## config.mk

```make
export PLATFORM = sky130hd
export DESIGN_NAME = mem_wb_stage_flat
export DESIGN_NICKNAME = d
export VERILOG_FILES = /design/src/rtl/mem_wb_stage_pkg.sv /design/src/rtl/mem_wb_stage_if.sv /design/src/rtl/mem_wb_stage_load_align.sv /design/src/rtl/mem_wb_stage.sv /design/src/flat_wrapper.sv
export SDC_FILE = /design/constraint.sdc
export NUM_CORES = 1
export LEC_CHECK = 0
export ABC_CLOCK_PERIOD_IN_PS = 2850
export CORE_MARGIN = 1.5
export CORE_UTILIZATION = 49
export CTS_BUF_LIST = sky130_fd_sc_hd__clkbuf_16
export DETAILED_ROUTE_END_ITERATION = 8
export GPL_ROUTABILITY_DRIVEN = 0
export PLACE_DENSITY_LB_ADDON = 0.2
export SETUP_SLACK_MARGIN = 0.4
export SYNTH_ARGS = -nofsm -noshare
export SYNTH_HDL_FRONTEND = slang
export SYNTH_HIERARCHICAL = 1
export SYNTH_SLANG_ARGS = --single-unit
```

## constraint.sdc

```tcl
create_clock -name Clk -period 2.85 [get_ports Clk]
set_clock_uncertainty 0.15 [all_clocks]
set_input_delay 0.285 -clock Clk [delete_from_list [all_inputs] [get_ports Clk]]
set_output_delay 0.285 -clock Clk [all_outputs]
set_load 0.05 [all_outputs]
```

## src/rtl/mem_wb_stage_pkg.sv

```systemverilog
// Shared core constants: writeback result select and load funct3 encodings.
package mem_wb_stage_pkg;

  typedef enum logic [1:0] {
    WB_ALU  = 2'b00,
    WB_LOAD = 2'b01,
    WB_PC4  = 2'b10,
    WB_CSR  = 2'b11
  } wb_sel_e;

  localparam logic [2:0] F3_LB  = 3'b000;
  localparam logic [2:0] F3_LH  = 3'b001;
  localparam logic [2:0] F3_LW  = 3'b010;
  localparam logic [2:0] F3_LBU = 3'b100;
  localparam logic [2:0] F3_LHU = 3'b101;

endpackage

```

## src/rtl/mem_wb_stage_if.sv

```systemverilog
// MEM->WB stage bus: MEM-side inputs, pipeline control, instret CSR access,
// and the regfile / forwarding outputs of the WB stage.
interface mem_wb_stage_if;
  logic        valid_m;
  logic        RegWrite_m;
  logic [4:0]  rd_m;
  logic [1:0]  wb_sel_m;
  logic [31:0] alu_m;
  logic [31:0] pc_m;
  logic [31:0] csr_rdata_m;
  logic [31:0] dmem_rdata_m;
  logic [2:0]  funct3_m;
  logic        stall;
  logic        flush;
  logic        instret_we_lo;
  logic        instret_we_hi;
  logic [31:0] instret_wdata;
  logic [4:0]  waddr;
  logic [31:0] wdata;
  logic        RegWrite;
  logic        fwd_valid;
  logic [4:0]  fwd_rd;
  logic [31:0] fwd_data;
  logic [63:0] instret;

  modport master (
    output valid_m, RegWrite_m, rd_m, wb_sel_m, alu_m, pc_m, csr_rdata_m,
           dmem_rdata_m, funct3_m, stall, flush, instret_we_lo,
           instret_we_hi, instret_wdata,
    input  waddr, wdata, RegWrite, fwd_valid, fwd_rd, fwd_data, instret
  );

  modport slave (
    input  valid_m, RegWrite_m, rd_m, wb_sel_m, alu_m, pc_m, csr_rdata_m,
           dmem_rdata_m, funct3_m, stall, flush, instret_we_lo,
           instret_we_hi, instret_wdata,
    output waddr, wdata, RegWrite, fwd_valid, fwd_rd, fwd_data, instret
  );
endinterface

```

## src/rtl/mem_wb_stage_load_align.sv

```systemverilog
// Little-endian load alignment: picks byte/half from the raw memory word
// and sign- or zero-extends it according to the load funct3.
module load_align
  import mem_wb_stage_pkg::*;
(
  input  logic [31:0] mem_w,
  input  logic [2:0]  funct3_w,
  input  logic [1:0]  off,
  output logic [31:0] result
);

  logic [7:0]  byte_sel;
  logic [15:0] half_sel;

  // Select the addressed byte/half, then extend by load type.
  always_comb begin
    byte_sel = mem_w[7:0];
    unique case (off)
      2'd0: byte_sel = mem_w[7:0];
      2'd1: byte_sel = mem_w[15:8];
      2'd2: byte_sel = mem_w[23:16];
      2'd3: byte_sel = mem_w[31:24];
    endcase
    half_sel = off[1] ? mem_w[31:16] : mem_w[15:0];
    result   = mem_w;
    case (funct3_w)
      F3_LB:   result = {{24{byte_sel[7]}}, byte_sel};
      F3_LBU:  result = {24'd0, byte_sel};
      F3_LH:   result = {{16{half_sel[15]}}, half_sel};
      F3_LHU:  result = {16'd0, half_sel};
      default: result = mem_w;
    endcase
  end

endmodule

```

## src/rtl/mem_wb_stage.sv

```systemverilog
// MEM/WB pipeline register, writeback mux, WB forwarding source and the
// retired-instruction counter.
module mem_wb_stage
  import mem_wb_stage_pkg::*;
(
  input  logic           Clk,
  input  logic           Rst_n,
  mem_wb_stage_if.slave  bus
);

  logic        valid_w;
  logic        regwrite_w;
  logic [4:0]  rd_w;
  wb_sel_e     wb_sel_w;
  logic [31:0] alu_w;
  logic [31:0] pc_w;
  logic [31:0] csr_w;
  logic [31:0] mem_w;
  logic [2:0]  funct3_w;
  logic [31:0] load_data;
  logic [31:0] wdata_c;
  logic [63:0] instret_q;
  logic        reg_we;

  // Stage register: flush kills, else stall holds, else capture MEM stage.
  always_ff @(posedge Clk or negedge Rst_n) begin
    if (!Rst_n) begin
      valid_w    <= 1'b0;
      regwrite_w <= 1'b0;
      rd_w       <= '0;
      wb_sel_w   <= WB_ALU;
      alu_w      <= '0;
      pc_w       <= '0;
      csr_w      <= '0;
      mem_w      <= '0;
      funct3_w   <= '0;
    end else if (bus.flush) begin
      valid_w    <= 1'b0;
      regwrite_w <= 1'b0;
    end else if (!bus.stall) begin
      valid_w    <= bus.valid_m;
      regwrite_w <= bus.RegWrite_m;
      rd_w       <= bus.rd_m;
      wb_sel_w   <= wb_sel_e'(bus.wb_sel_m);
      alu_w      <= bus.alu_m;
      pc_w       <= bus.pc_m;
      csr_w      <= bus.csr_rdata_m;
      mem_w      <= bus.dmem_rdata_m;
      funct3_w   <= bus.funct3_m;
    end
  end

  // Retire counter: a CSR write to either half replaces that half and
  // suppresses the increment for this edge.
  always_ff @(posedge Clk or negedge Rst_n) begin
    if (!Rst_n) begin
      instret_q <= '0;
    end else if (bus.instret_we_lo || bus.instret_we_hi) begin
      if (bus.instret_we_lo) instret_q[31:0]  <= bus.instret_wdata;
      if (bus.instret_we_hi) instret_q[63:32] <= bus.instret_wdata;
    end else if (valid_w && !bus.stall) begin
      instret_q <= instret_q + 64'd1;
    end
  end

  load_align u_load_align (
    .mem_w    (mem_w),
    .funct3_w (funct3_w),
    .off      (alu_w[1:0]),
    .result   (load_data)
  );

  // Writeback result select.
  always_comb begin
    wdata_c = alu_w;
    case (wb_sel_w)
      WB_ALU:  wdata_c = alu_w;
      WB_LOAD: wdata_c = load_data;
      WB_PC4:  wdata_c = pc_w + 32'd4;
      WB_CSR:  wdata_c = csr_w;
      default: wdata_c = alu_w;
    endcase
  end

  assign reg_we        = valid_w & regwrite_w & (rd_w != 5'd0);
  assign bus.RegWrite  = reg_we;
  assign bus.waddr     = rd_w;
  assign bus.wdata     = wdata_c;
  assign bus.fwd_valid = reg_we;
  assign bus.fwd_rd    = rd_w;
  assign bus.fwd_data  = wdata_c;
  assign bus.instret   = instret_q;

endmodule

```

## src/flat_wrapper.sv

```systemverilog
// flat-port wrapper written by rule: the top's interface ports become plain ports
module mem_wb_stage_flat import mem_wb_stage_pkg::*;
  (Clk, Rst_n, bus_valid_m, bus_RegWrite_m, bus_rd_m, bus_wb_sel_m, bus_alu_m, bus_pc_m, bus_csr_rdata_m, bus_dmem_rdata_m, bus_funct3_m, bus_stall, bus_flush, bus_instret_we_lo, bus_instret_we_hi, bus_instret_wdata, bus_waddr, bus_wdata, bus_RegWrite, bus_fwd_valid, bus_fwd_rd, bus_fwd_data, bus_instret);
  mem_wb_stage_if bus_i ();
  input  logic Clk;
  input  logic Rst_n;
  input wire logic [$bits(bus_i.valid_m)-1:0] bus_valid_m;
  input wire logic [$bits(bus_i.RegWrite_m)-1:0] bus_RegWrite_m;
  input wire logic [$bits(bus_i.rd_m)-1:0] bus_rd_m;
  input wire logic [$bits(bus_i.wb_sel_m)-1:0] bus_wb_sel_m;
  input wire logic [$bits(bus_i.alu_m)-1:0] bus_alu_m;
  input wire logic [$bits(bus_i.pc_m)-1:0] bus_pc_m;
  input wire logic [$bits(bus_i.csr_rdata_m)-1:0] bus_csr_rdata_m;
  input wire logic [$bits(bus_i.dmem_rdata_m)-1:0] bus_dmem_rdata_m;
  input wire logic [$bits(bus_i.funct3_m)-1:0] bus_funct3_m;
  input wire logic [$bits(bus_i.stall)-1:0] bus_stall;
  input wire logic [$bits(bus_i.flush)-1:0] bus_flush;
  input wire logic [$bits(bus_i.instret_we_lo)-1:0] bus_instret_we_lo;
  input wire logic [$bits(bus_i.instret_we_hi)-1:0] bus_instret_we_hi;
  input wire logic [$bits(bus_i.instret_wdata)-1:0] bus_instret_wdata;
  output wire logic [$bits(bus_i.waddr)-1:0] bus_waddr;
  output wire logic [$bits(bus_i.wdata)-1:0] bus_wdata;
  output wire logic [$bits(bus_i.RegWrite)-1:0] bus_RegWrite;
  output wire logic [$bits(bus_i.fwd_valid)-1:0] bus_fwd_valid;
  output wire logic [$bits(bus_i.fwd_rd)-1:0] bus_fwd_rd;
  output wire logic [$bits(bus_i.fwd_data)-1:0] bus_fwd_data;
  output wire logic [$bits(bus_i.instret)-1:0] bus_instret;
  assign bus_i.valid_m = bus_valid_m;
  assign bus_i.RegWrite_m = bus_RegWrite_m;
  assign bus_i.rd_m = bus_rd_m;
  assign bus_i.wb_sel_m = bus_wb_sel_m;
  assign bus_i.alu_m = bus_alu_m;
  assign bus_i.pc_m = bus_pc_m;
  assign bus_i.csr_rdata_m = bus_csr_rdata_m;
  assign bus_i.dmem_rdata_m = bus_dmem_rdata_m;
  assign bus_i.funct3_m = bus_funct3_m;
  assign bus_i.stall = bus_stall;
  assign bus_i.flush = bus_flush;
  assign bus_i.instret_we_lo = bus_instret_we_lo;
  assign bus_i.instret_we_hi = bus_instret_we_hi;
  assign bus_i.instret_wdata = bus_instret_wdata;
  assign bus_waddr = bus_i.waddr;
  assign bus_wdata = bus_i.wdata;
  assign bus_RegWrite = bus_i.RegWrite;
  assign bus_fwd_valid = bus_i.fwd_valid;
  assign bus_fwd_rd = bus_i.fwd_rd;
  assign bus_fwd_data = bus_i.fwd_data;
  assign bus_instret = bus_i.instret;
  mem_wb_stage u_core (.Clk(Clk), .Rst_n(Rst_n), .bus(bus_i));
endmodule
```

==> results, run 1 <==
- The run finished, with violations left.
- The checks that failed: negative setup slack.
- Pin placement for this block handled 318 I/O pins.
- Counting every sink on the clock net gives 204.
- In the synthesized netlist the dominant register cell turns out to be dfrtp_1.
- The wire length reported by the detailed router is 40240 microns.
- Setup slack on the critical path of the routed design comes to -482.0 ps.
- For this configuration, the core starts out at a cell density of 49.98%.
- Entering global routing, the biggest net connects 74 pins.
- The die boundary height is 155.2 microns.
- The worst setup path is of the reg2out kind.
- The endpoint arrival time on the critical path is 2900 ps.
- The floorplan has 55 rows.
- Of all nets on the critical path, the largest fanout is 5.
- The launch point of the critical path is u_core/pc_w[2].
- The first global-routing pass estimated 60110 microns of wire.
- Registers are responsible for 32.2% of the overall power.
- The number of optimization iterations in the first detailed-route pass is 5.
- The portion of the post-synthesis area used by sequential elements is 44.97%.
- The post-synthesis net count is 1251.
- The top cell types in the final layout, fill and taps aside, are 250 x clkdlybuf4s50_1, 166 x dfrtp_1, 140 x mux2_2.
- The final number of hold-violating endpoints is 0.
- In this run the critical register-to-register path is launched from u_core/bus.instret[13].
- In this run the mean area of a mapped cell was 10.60 sq um.
- The type of element launching the critical path is a flop.
- The fraction of power spent switching nets is 39.08%.
- The via count of the first global-routing pass is 10217.
- The largest vdd supply drop is 0.0004948 V.
- Setup repair after global routing could not meet its margin everywhere.
- Counting tap cells, the placed design contains a total of 1629 instances.
- The die area is 24090 sq um.
- The area growth from synthesis to final layout is 47.77%.
- The root buffer cell chosen for the clock tree is clkbuf_16.
- The path category of the worst min-delay check is in2async.
- The portion of total power attributed to combinational logic is 44.9%.
- The post-synthesis cell area is 11350 sq um.
- The overall track demand over capacity in global routing is 32.62%.
- The switching power of the nets is 4.549 mW.
- Dividing the final minimum period by the clock period gives 116.9%.
- The clock network is responsible for 22.8% of the overall power.
- At the end of the flow, the number of nets in the layout was 1590.
- The CTS clock-pin slew for the worst setup and hold paths is 60 ps.
- The number of cells produced by synthesis is 1071.
- The total overflow reported by the global router is 0.
- The completed layout was analyzed and its total power is 11.64 mW.
- STA classifies the critical path endpoint as an output port.
- In this run the number of H-tree levels came out at 1.
- In this run, synthesis inferred 0 flip-flops with an integrated enable.
- The longest clock path from root to sink contains 3 buffers.
- In this run the cell area measured after placement is 15260 sq um.
- The number of different library cells used by synthesis comes to 64.
- Measured against its own limit, the worst slew margin works out to 54.87%.
- The routed layout has 10524 vias.
- Across the run, the number of max-cap violations was 0.
- The routed wire length per instance is 23.49 microns.
- The highest achievable clock rate is 0.3001 GHz.
- Summed over all cells, the static leakage comes to 6.859 nW.
- The library cell used most frequently in the layout, excluding fill and tap cells, is clkdlybuf4s50_1.
- The finished cells cover 16770 sq um.
- The total count of max-transition violations in the final report is 0.
- The final-report setup violation count is 52.
- The critical path data required time is 2410 ps.
- In this run the horizontal extent of the chip is 155.2 microns.
- In this run, the number of DRC markers left after iteration 0 of detailed routing was 1161.
- The ratio of total power to cell area is 694.1 nW/um^2.
- The initial antenna violation count is 5.
- For the pin with the worst max-slew slack, the measured transition is 677.0 ps.
- After floorplanning, the core was sized to cover 22710 sq um.
- For this run, asynchronously set or reset flops after synthesis account for 100.0%.
- Counting flops and latches in the post-synthesis netlist gives 204.
- Counting the buffers created by CTS gives 23.
- Counting I/O delays and the setup requirement, the final critical path takes 3332 ps.
- For the worst-skew pair, the clock arrives at the later sink with an insertion delay of 510 ps.
- The filler-free cell count of the finished design is 1713.
- The per-cell via count in the routed design is 6.144.
- The residual DRC count is 0.
- The remaining antenna violation count after routing is 0.
- The count of port buffers added during placement is 317.
- Counting the fill cells in the layout gives 1572.
- The internal portion of the total power is 7.093 mW.
- The TritonCTS clock tree is yes.
- Of the cells placed in the final design, the portion with a size suffix greater than 1 is 33.80%.
- For this run, the number of Yosys warnings is 6.
- The post-DP HPWL is 28890 microns.
Yosys cell counts (9+ instances only):
master    number  share of area, %
nor3_1        20              0.88
and3_1        16              0.88
o21ai_0       42               1.9
a221o_1        9              0.79
xnor2_1       23               1.8
nand2_1      105               3.5
nand3_1       44               1.9
mux4_2        31               6.2
buf_4         38               2.5
mux2_2       142                14
nand4_1       25               1.4
nor2_1        70               2.3
inv_1         10              0.33
o22ai_1       16              0.88
xor2_1        22               1.7
a21o_1        18               1.2
a21oi_1       52               2.3
clkbuf_1      54               1.8
a22oi_1       13              0.86
dfrtp_1      204                45
routing by layer:
layer	share of wire [%]	track usage, %
met3	12	8.886
met1	41	46.93
met4	3.3	10.25
met5	0.080	0
met2	44	48.07
critical path, cell delays in order, from the launching register on:
cell and delay [ps]:
dfrtp_1 360, ha_2 190, nand2_2 70, or4_4 550, nor2_4 210, buf_4 160, nand2_2 40, xnor2_1 120
mux4_2 520, buf_12 180
final timing paths:
kind                                               end  slack, ps  depth (start not counted)
worst max-delay path                     bus_wdata[24]       -480                          9
worst min-delay path            u_core/bus.instret[39]        210                          2
worst max register to register  u_core/bus.instret[37]        430                          8
worst min register to register         u_core/alu_w[7]        350                          1
max in group asynchronous              u_core/alu_w[0]       1510                          3
min in group Clk                       u_core/pc_w[21]        240                          2
logic make-up (layout without fill, tap and decap cells):
group                      Yosys count  after routing  share of synthesized area (%)
buffers and inverters              113            468                          5.104
and+or+nand+nor                    334            334                          14.57
DFF                                204            204                          44.97
other                                0              2                              0
xor gates and xnor gates            45             45                          3.472
AOI/OAI and AO/OA                  197            197                          11.16
adders and majority gates            2              2                         0.2204
muxes                              176            176                          20.50
registers in the layout, summed over array words and instances, names as in the netlist:
register,count
u_core/alu_w,32
u_core/bus.fwd_rd,5
u_core/bus.instret,64
u_core/csr_w,32
u_core/funct3_w,3
u_core/mem_w,32
u_core/pc_w,32
u_core/regwrite_w,1
u_core/valid_w,1
u_core/wb_sel_w,2
stage by stage:
stage	hold WS [ps]	util (%)	TNS (ps)	setup WS, ps
3_3_place_gp	219.0	67.19	0	123.8
3_5_place_dp	211.6	67.19	0	33.18
6_report	214.8	73.86	-15880	-482.0
5_1_grt	229.7	73.86	-18800	-560.4
4_1_cts	225.8	72.65	-13820	-448.2
2_1_floorplan	-160.6	-	0	73.65
final cells by class:
| class | instances | area, sq um | share of cell area, % |
|---|---|---|---|
| flip-flops and latches | 204 | 5152 | 30.72 |
| diodes | 2 | 5.005 | 0.02984 |
| multi-input cells | 754 | 6018 | 35.88 |
| repair buffers | 416 | 4546 | 27.10 |
| inverters | 11 | 46.29 | 0.2760 |
| well taps | 285 | 356.6 | 2.126 |
| clock buffers | 23 | 575.6 | 3.431 |
| clock inverters | 18 | 73.82 | 0.4401 |
repair_timing:
action | CTS | global route
buffers inserted | 26 | 11
hold endpoints to repair | 69 | 0
endpoints found under the setup margin | 70 | 77
gates cloned | 1 | 2
gates resized for setup | 93 | 38
hold buffers | 1 | 0
pin swaps | 21 | 16
power groups by stage:
stage	clock network, mW	registers, mW	logic, mW
after global routing	2.82	3.80	5.41
after global placement	0	3.76	4.66
after CTS	2.69	3.72	5.10
after detailed placement	0	3.78	4.71
after floorplan	0	4.02	2.77
final	2.65	3.75	5.23
(Power assumes the default switching activity.)
==> inputs of run 2 (changes only) <==
- ABC_CLOCK_PERIOD_IN_PS: 2850 -> not set
==> results of run 2 <==
Same layout as run 1: the final DEF is identical, and so are final timing and power.
